--- config.mk ---
export PLATFORM = sky130hd
export DESIGN_NAME = lock_pattern_datapath
export DESIGN_NICKNAME = d
export VERILOG_FILES = /design/src/rtl/lock_pattern_datapath_pkg.sv /design/src/rtl/lock_pattern_datapath_digit_shift_reg.sv /design/src/rtl/lock_pattern_datapath.sv
export SDC_FILE = /design/constraint.sdc
export NUM_CORES = 1
export LEC_CHECK = 0
export CORE_ASPECT_RATIO = 1.25
export CORE_UTILIZATION = 37
export DETAILED_ROUTE_END_ITERATION = 8
export GPL_TIMING_DRIVEN = 0
export PLACE_DENSITY = 0.67
export SLEW_MARGIN = 20
export SYNTH_ARGS = -nofsm -noshare
export SYNTH_HDL_FRONTEND = slang
export SYNTH_HIERARCHICAL = 1
export SYNTH_SLANG_ARGS = --single-unit
--- constraint.sdc ---
create_clock -name clka -period 3 [get_ports clka]
set_input_delay 0.45 -clock clka [delete_from_list [all_inputs] [get_ports clka]]
set_output_delay 0.45 -clock clka [all_outputs]
set_load 0.005 [all_outputs]
--- src/rtl/lock_pattern_datapath_pkg.sv ---
// Shared sizing defaults for the combination-lock datapath and the
// selector used by the entry display mux.
package lock_pkg;

    localparam int DEF_DIGIT_W    = 4;
    localparam int DEF_NUM_DIGITS = 4;
    localparam int DEF_MAX_FAIL   = 3;

    // Length counters must hold NUM_DIGITS, fail counter must hold MAX_FAIL.
    localparam int DEF_LEN_W  = $clog2(DEF_NUM_DIGITS + 1);
    localparam int DEF_FAIL_W = $clog2(DEF_MAX_FAIL + 1);

    // Which entry register the display is currently following.
    typedef enum logic [1:0] {
        SRC_NONE = 2'd0,
        SRC_PAT  = 2'd1,
        SRC_TEST = 2'd2
    } disp_src_e;

endpackage

--- src/rtl/lock_pattern_datapath_digit_shift_reg.sv ---
// Keypad entry register: shifts accepted digits in at the LSB end and
// counts them; a digit arriving when the register is full is dropped and
// flagged for one cycle on full_drop.
module digit_shift_reg #(
    parameter int DIGIT_W    = 4,
    parameter int NUM_DIGITS = 4,
    parameter int LEN_W      = 3
) (
    input  logic                          clka,
    input  logic                          restart,
    input  logic                          clear,
    input  logic                          enable,
    input  logic                          digit_valid,
    input  logic [DIGIT_W-1:0]            digit_in,
    output logic [NUM_DIGITS*DIGIT_W-1:0] value,
    output logic [LEN_W-1:0]              len,
    output logic                          full_drop
);

    localparam int VAL_W = NUM_DIGITS * DIGIT_W;

    logic [VAL_W-1:0] value_q, value_d;
    logic [LEN_W-1:0] len_q, len_d;
    logic [VAL_W-1:0] base_value;
    logic [LEN_W-1:0] base_len;

    // Next entry contents: a clear in the same cycle as a digit still lets
    // that digit land in the freshly emptied register.
    always_comb begin
        base_value = clear ? '0 : value_q;
        base_len   = clear ? '0 : len_q;
        value_d    = base_value;
        len_d      = base_len;
        full_drop  = 1'b0;
        if (enable && digit_valid) begin
            if (base_len < LEN_W'(NUM_DIGITS)) begin
                value_d = (base_value << DIGIT_W) | VAL_W'(digit_in);
                len_d   = base_len + LEN_W'(1);
            end else begin
                full_drop = 1'b1;
            end
        end
    end

    // Entry state register, updated on the controller's falling edge.
    always_ff @(negedge clka) begin
        if (restart) begin
            value_q <= '0;
            len_q   <= '0;
        end else begin
            value_q <= value_d;
            len_q   <= len_d;
        end
    end

    assign value = value_q;
    assign len   = len_q;

endmodule

--- src/rtl/lock_pattern_datapath.sv ---
// Combination-lock datapath: captures pattern and test digit entries,
// commits and compares them for the controller, counts consecutive failed
// attempts into a lockout, and mirrors the entry in progress to a display.
module lock_pattern_datapath
    import lock_pkg::*;
#(
    parameter int DIGIT_W    = DEF_DIGIT_W,
    parameter int NUM_DIGITS = DEF_NUM_DIGITS,
    parameter int MAX_FAIL   = DEF_MAX_FAIL,
    parameter int LEN_W      = DEF_LEN_W,
    parameter int FAIL_W     = DEF_FAIL_W
) (
    input  logic                          clka,
    input  logic                          restart,
    input  logic [DIGIT_W-1:0]            digit_in,
    input  logic                          digit_valid,
    input  logic                          save_pat_temp_sig,
    input  logic                          save_pat_sig,
    input  logic                          save_test_temp_sig,
    input  logic                          save_test_sig,
    input  logic                          match,
    input  logic                          error,
    output logic                          same_sig,
    output logic [LEN_W-1:0]              pat_len,
    output logic [LEN_W-1:0]              test_len,
    output logic [FAIL_W-1:0]             fail_count,
    output logic                          lockout,
    output logic                          overflow,
    output logic [NUM_DIGITS*DIGIT_W-1:0] display_digits
);

    localparam int VAL_W = NUM_DIGITS * DIGIT_W;

    // Edge-detect history.
    logic pat_temp_prev_q, pat_temp_prev_d;
    logic test_temp_prev_q, test_temp_prev_d;
    logic match_prev_q, match_prev_d;
    logic error_prev_q, error_prev_d;

    // Committed values and status.
    logic [VAL_W-1:0]  pat_reg_q, pat_reg_d;
    logic [VAL_W-1:0]  test_reg_q, test_reg_d;
    logic [LEN_W-1:0]  pat_len_q, pat_len_d;
    logic [LEN_W-1:0]  test_len_q, test_len_d;
    logic              same_q, same_d;
    logic [FAIL_W-1:0] fail_q, fail_d;
    logic              lockout_q, lockout_d;
    logic              overflow_q, overflow_d;
    logic [VAL_W-1:0]  display_q, display_d;

    // Strobe qualification.
    logic pat_rise, test_rise, match_rise, error_rise;
    logic pat_side_busy;
    logic pat_clear, pat_enable;
    logic test_clear, test_enable, test_commit;
    disp_src_e disp_src;

    // Entry register interfaces.
    logic [VAL_W-1:0] pat_temp, test_temp;
    logic [LEN_W-1:0] pat_tlen, test_tlen;
    logic             pat_drop, test_drop;

    // Rise detection and arbitration: any pattern-side strobe silences the
    // test side for that cycle, and a pattern commit silences pattern entry.
    always_comb begin
        pat_rise      = save_pat_temp_sig & ~pat_temp_prev_q;
        test_rise     = save_test_temp_sig & ~test_temp_prev_q;
        match_rise    = match & ~match_prev_q;
        error_rise    = error & ~error_prev_q;
        pat_side_busy = save_pat_sig | save_pat_temp_sig;
        pat_clear     = pat_rise & ~save_pat_sig;
        pat_enable    = save_pat_temp_sig & ~save_pat_sig;
        test_clear    = test_rise & ~pat_side_busy;
        test_enable   = save_test_temp_sig & ~pat_side_busy & ~lockout_q;
        test_commit   = save_test_sig & ~pat_side_busy;
    end

    digit_shift_reg #(
        .DIGIT_W    (DIGIT_W),
        .NUM_DIGITS (NUM_DIGITS),
        .LEN_W      (LEN_W)
    ) u_pat_entry (
        .clka        (clka),
        .restart     (restart),
        .clear       (pat_clear),
        .enable      (pat_enable),
        .digit_valid (digit_valid),
        .digit_in    (digit_in),
        .value       (pat_temp),
        .len         (pat_tlen),
        .full_drop   (pat_drop)
    );

    digit_shift_reg #(
        .DIGIT_W    (DIGIT_W),
        .NUM_DIGITS (NUM_DIGITS),
        .LEN_W      (LEN_W)
    ) u_test_entry (
        .clka        (clka),
        .restart     (restart),
        .clear       (test_clear),
        .enable      (test_enable),
        .digit_valid (digit_valid),
        .digit_in    (digit_in),
        .value       (test_temp),
        .len         (test_tlen),
        .full_drop   (test_drop)
    );

    // Commit, compare, fail tracking, overflow and display next-state.
    always_comb begin
        pat_temp_prev_d  = save_pat_temp_sig;
        test_temp_prev_d = save_test_temp_sig;
        match_prev_d     = match;
        error_prev_d     = error;

        pat_reg_d  = pat_reg_q;
        pat_len_d  = pat_len_q;
        test_reg_d = test_reg_q;
        test_len_d = test_len_q;
        fail_d     = fail_q;
        lockout_d  = lockout_q;
        overflow_d = overflow_q;

        if (test_commit) begin
            test_reg_d = test_temp;
            test_len_d = test_tlen;
        end

        // Match resets the streak; an error rise alone extends it.
        if (match_rise) begin
            fail_d    = '0;
            lockout_d = 1'b0;
        end else if (error_rise) begin
            if (fail_q != FAIL_W'(MAX_FAIL)) begin
                fail_d = fail_q + FAIL_W'(1);
            end
            lockout_d = (fail_d == FAIL_W'(MAX_FAIL));
        end

        // A new pattern commit starts the user over with a clean record.
        if (save_pat_sig) begin
            pat_reg_d = pat_temp;
            pat_len_d = pat_tlen;
            fail_d    = '0;
            lockout_d = 1'b0;
        end

        // Overflow belongs to the entry in progress: a new entry clears it.
        if (pat_clear || test_clear) begin
            overflow_d = 1'b0;
        end
        if (pat_drop || test_drop) begin
            overflow_d = 1'b1;
        end

        // Compares committed registers, so same_sig lags a commit by one edge.
        same_d = (pat_reg_q == test_reg_q) && (pat_len_q == test_len_q)
                 && (pat_len_q != '0);

        if (save_pat_temp_sig) begin
            disp_src = SRC_PAT;
        end else if (save_test_temp_sig) begin
            disp_src = SRC_TEST;
        end else begin
            disp_src = SRC_NONE;
        end

        case (disp_src)
            SRC_PAT:  display_d = pat_temp;
            SRC_TEST: display_d = test_temp;
            default:  display_d = '0;
        endcase
    end

    // All state updates on the falling edge; restart overrides everything.
    always_ff @(negedge clka) begin
        if (restart) begin
            pat_temp_prev_q  <= 1'b0;
            test_temp_prev_q <= 1'b0;
            match_prev_q     <= 1'b0;
            error_prev_q     <= 1'b0;
            pat_reg_q        <= '0;
            pat_len_q        <= '0;
            test_reg_q       <= '0;
            test_len_q       <= '0;
            same_q           <= 1'b0;
            fail_q           <= '0;
            lockout_q        <= 1'b0;
            overflow_q       <= 1'b0;
            display_q        <= '0;
        end else begin
            pat_temp_prev_q  <= pat_temp_prev_d;
            test_temp_prev_q <= test_temp_prev_d;
            match_prev_q     <= match_prev_d;
            error_prev_q     <= error_prev_d;
            pat_reg_q        <= pat_reg_d;
            pat_len_q        <= pat_len_d;
            test_reg_q       <= test_reg_d;
            test_len_q       <= test_len_d;
            same_q           <= same_d;
            fail_q           <= fail_d;
            lockout_q        <= lockout_d;
            overflow_q       <= overflow_d;
            display_q        <= display_d;
        end
    end

    assign same_sig       = same_q;
    assign pat_len        = pat_len_q;
    assign test_len       = test_len_q;
    assign fail_count     = fail_q;
    assign lockout        = lockout_q;
    assign overflow       = overflow_q;
    assign display_digits = display_q;

endmodule

Word-level counts from Yosys, hierarchy flattened
Index checks and enable logic that the tools add are counted.
- add/subtract/negate cells: 3
- reduce and logical (&&, ||, !) cells: 9
- bitwise gates (word level): 20
- multiplexer cells: 24
- order comparisons: 2
- equal/unequal tests: 6
- operator list (kind ; count):
    $mux W16 ; 6
    $or A16 B4 Y16 ; 2
    $pmux W16 S2 ; 1
    $mux W3 ; 6
    $eq A16 B16 Y1 ; 1
    $and A1 B1 Y1 ; 10
    $mux W2 ; 5
    $not A1 Y1 ; 7
    $add A3 B1 Y3 const B ; 2
    $lt A3 B3 Y1 const B ; 2
    $mux W1 ; 6
    $eq A2 B2 Y1 const B ; 2
    $logic_and A1 B1 Y1 ; 4
    $eq A3 B3 Y1 ; 1
    $reduce_bool A3 Y1 ; 1
    $reduce_or A3 Y1 ; 1
    $add A2 B1 Y2 const B ; 1
    $eq A2 B1 Y1 const B ; 1
    $logic_or A1 B1 Y1 ; 2
    $ne A2 B2 Y1 const B ; 1
    $reduce_bool A2 Y1 ; 1
    $or A1 B1 Y1 ; 1
- register bits: 101
- input bits: 13
- logic and storage cells: 81
- output and inout bits: 27

Logic depth before layout (Yosys ltp)
- word-level depth: 9
- mapped depth: 8
- gate-level depth less buffers: 7

Hierarchy
The synthesis kept the hierarchy.
- modules (own cells, without submodules) (module ; area an instance (um2) ; instances ; cells each ; sequential area each (um2)):
    lock_pattern_datapath ; 2381.0 ; 1 ; 246 ; 1261.2
    digit_shift_reg ; 752.0 ; 2 ; 76 ; 380.4

==> qor.yml <==
worst_setup_path:
  critPathKind: "reg -> out"
  cpPeakStageDelay_ns: 0.35
  crit_cells: 1
  arrival_ns: 2.51
  crit_buf_inv: 1
  crit_start: "test_len[2]"
  start_kind: "register"
  r2r_cells: 4
  reg2reg_from: "test_reg_q[3]"
  required_ns: 2.55
  end_kind: "output pin"
  critPathMaxFanout: 3
  slowest_stage: "dfxtp_4"
  r2r_slack_ns: 1.55
  cpLargestDelayFamily: "flip-flops"
  worstPathCellList: "dlygate4sd2_1"
grt:
  grt_max_degree: 18
  grt_remaining_overflow: 0
  grt_pass1_wl_mm: 15.4
  met2_usage: 0.310
  gr-max-usage-layer: "met2"
  grt_usage: 0.185
  grt_pass1_vias: 3402
  use_met3: 0.0859
  antenna_found_initial: 0
  grtUsageMet1: 0.202
die:
  core_area_um2: 10200
  die_h_um: 117
  row_count: 41
  fp.dieArea_um2: 10900
  boundaryPins: 40
  die_x_um: 93.7
  initial_utilization: 0.382
logic_synthesis:
  synthesis.nets: 413
  synth_area_leaders: "dfxtp_1, mux2i_1, nand2_1, xor2_1, a22o_1"
  ys_warn_count: 6
  ys_ff_latch: 101
  synth_top_area_share: 0.520
  synth_top_area_cell: "dfxtp_1"
  ys_seq_area_frac: 0.520
  syn_area_per_cell_um2: 9.76
  netlist_area_um2: 3880
  ys_types: 34
  synthCells: 398
min_path:
  whs_path_depth: 2
  holdCritPathClass: "reg -> reg"
  min-delay-start: "u_test_entry/len[0]"
routing:
  post-route-drc-count: 0
  drt_iter0_drc: 191
  post_drt_wl_per_cell_um: 13.6
  vias: 3342
  vias_per_cell: 4.89
  wirelength_mm: 9.29
  ant_nets: 0
  dr.pass1.iters: 4
sta:
  worst_pin_slew_ns: 0.592
  report.final.slew_viol_count: 0
  slew-limit-headroom: 0.605
  rsz0062_at_grt: "no"
  holdWs_ns: 0.459
  hold_viol: 0
  clock-skew-final_ns: 0.0166
  setup_viol: 0
  tns_ns: 0
clock_tree:
  worstSkewPairLatency_ns: 0.41
  hold_buffers: 0
  clk_path_buf_depth: 2
  ctsHtreeMaxLevel: 3
  cts-root-buf: "clkbuf_16"
  cts_made_buffers: 9
  cts.clk_slew.worst_paths_ns: 0.05
  clock-sinks: 101
  cts_tree: "built"
power:
  power_density_nw_per_um2: 622
  p_leak_nw: 2.73
  ir_worst_vdd_v: 0.000317
  power_mw: 3.24
finish:
  drive_gt1_frac: 0.121
  final_area_um2: 5210
  antenna_cells_inserted: 0
  final_nets: 565
  syn_to_final_growth_pct: 34.2
  utilization: 0.513
  n_fill_cell: 947
placement:
  place_area_um2: 4480
  gp_congestion: 0.806
  dp_hpwl_mm: 6.64
  io_buffers: 38
run_status:
  status: "finished clean"
flow_run:
  cap_violations: 0
## through the flow
stage                     std cells  worst slack (ns)
final                           683            0.0367
after global routing            683         0.0000364
after CTS                       680           0.00971
after detailed placement        565            -0.955
after global placement          565            -0.953
after floorplan                 398           -0.0290
## sequential cells by signal (all words and copies together) (netlist names)
| signal | flops |
|---|---|
| overflow | 1 |
| match_prev_q | 1 |
| pat_reg_q | 16 |
| same_sig | 1 |
| lockout | 1 |
| u_pat_entry/len | 3 |
| display_digits | 16 |
| test_temp_prev_q | 1 |
| u_pat_entry/value | 16 |
| u_test_entry/len | 3 |
| fail_count | 2 |
| test_reg_q | 16 |
| error_prev_q | 1 |
| u_test_entry/value | 16 |
| test_len | 3 |
| pat_len | 3 |
| pat_temp_prev_q | 1 |
## logic make-up after synthesis
| family | share of synthesized area |
|---|---|
| AND/OR/NAND/NOR | 0.173 |
| flip-flops | 0.520 |
| AO/OA/AOI/OAI | 0.107 |
| multiplexers | 0.113 |
| buffers and inverters | 0.0370 |
| XOR/XNOR | 0.0428 |
| adder cells (fa/ha/maj) | 0.00644 |
## cell usage after synthesis (all sizes together)
library cell,count
nor3b,1
a21oi,27
and2b,1
xnor2,1
inv,4
or3,2
and2,3
dfxtp,101
o21ai,14
nand3,2
mux2i,44
ha,2
nor2b,12
a22o,16
nand2b,10
nor2,34
buf,15
nand2,71
clkbuf,4
o311ai,1
xor2,18
nor3,2
nor4,4
o211ai,8
nand4,1
## layout by cell type (no fill, tap or decap), types with 3 or more instances in the layout
master	netlist	routed
a21oi_1	27	27
a22o_1	16	16
buf_2	7	5
buf_4	3	9
buf_6	5	5
clkbuf_1	4	4
clkbuf_16	0	9
clkdlybuf4s50_1	0	8
dfxtp_1	101	92
dfxtp_2	0	5
dfxtp_4	0	4
dlygate4sd2_1	0	27
inv_1	4	102
mux2i_1	44	44
nand2_1	68	65
nand2_2	1	3
nand2_4	2	3
nand2b_1	8	8
nor2_1	31	29
nor2_4	1	4
nor2b_1	11	8
nor4_1	3	3
o211ai_1	8	8
o21ai_0	14	10
o21ai_1	0	4
xor2_1	18	18
## what timing repair did
item	in CTS	in global routing
gates cloned	0	0
gates resized for setup	52	6
buffers inserted	2	3
endpoints found under the setup margin	126	30
pin swaps	1	2
## worst reg2reg max path: stages, from the launching register on
cell and delay, ns:
dfxtp_1 0.31, xor2_1 0.17, nor4_1 0.45, o311ai_1 0.22
nor4_2 0.23
## layer usage
layer	share of wire	vias up
met3	0.053	7
met4	0.0073	0
li1	-	1653
met5	0	-
met1	0.43	1588
met2	0.51	94
## area by class of cell
cell class	instances	area, um^2	share of cell area
buffer	19	144	0.0276
clock buffer	9	225	0.0432
clock inverter	107	464	0.0890
inverter	1	3.75	0.000720
multi-input combinational	274	1800	0.344
sequential	101	2040	0.392
tap	129	161	0.0310
timing repair buffer	43	377	0.0722
## where the power goes
part           total, mW  internal (mW)  switching, mW  leakage, nW
Sequential          1.37           1.36        0.00673        0.821
Combinational      0.142         0.0590         0.0833         1.22
Clock               1.74          0.903          0.833        0.686
## path summary, 6_finish.rpt
check / to
setup / recovery: test_len[2]
setup reg to reg: same_sig
hold / removal: test_len[0]
hold reg to reg: test_len[0]
(Power assumes the default switching activity.)
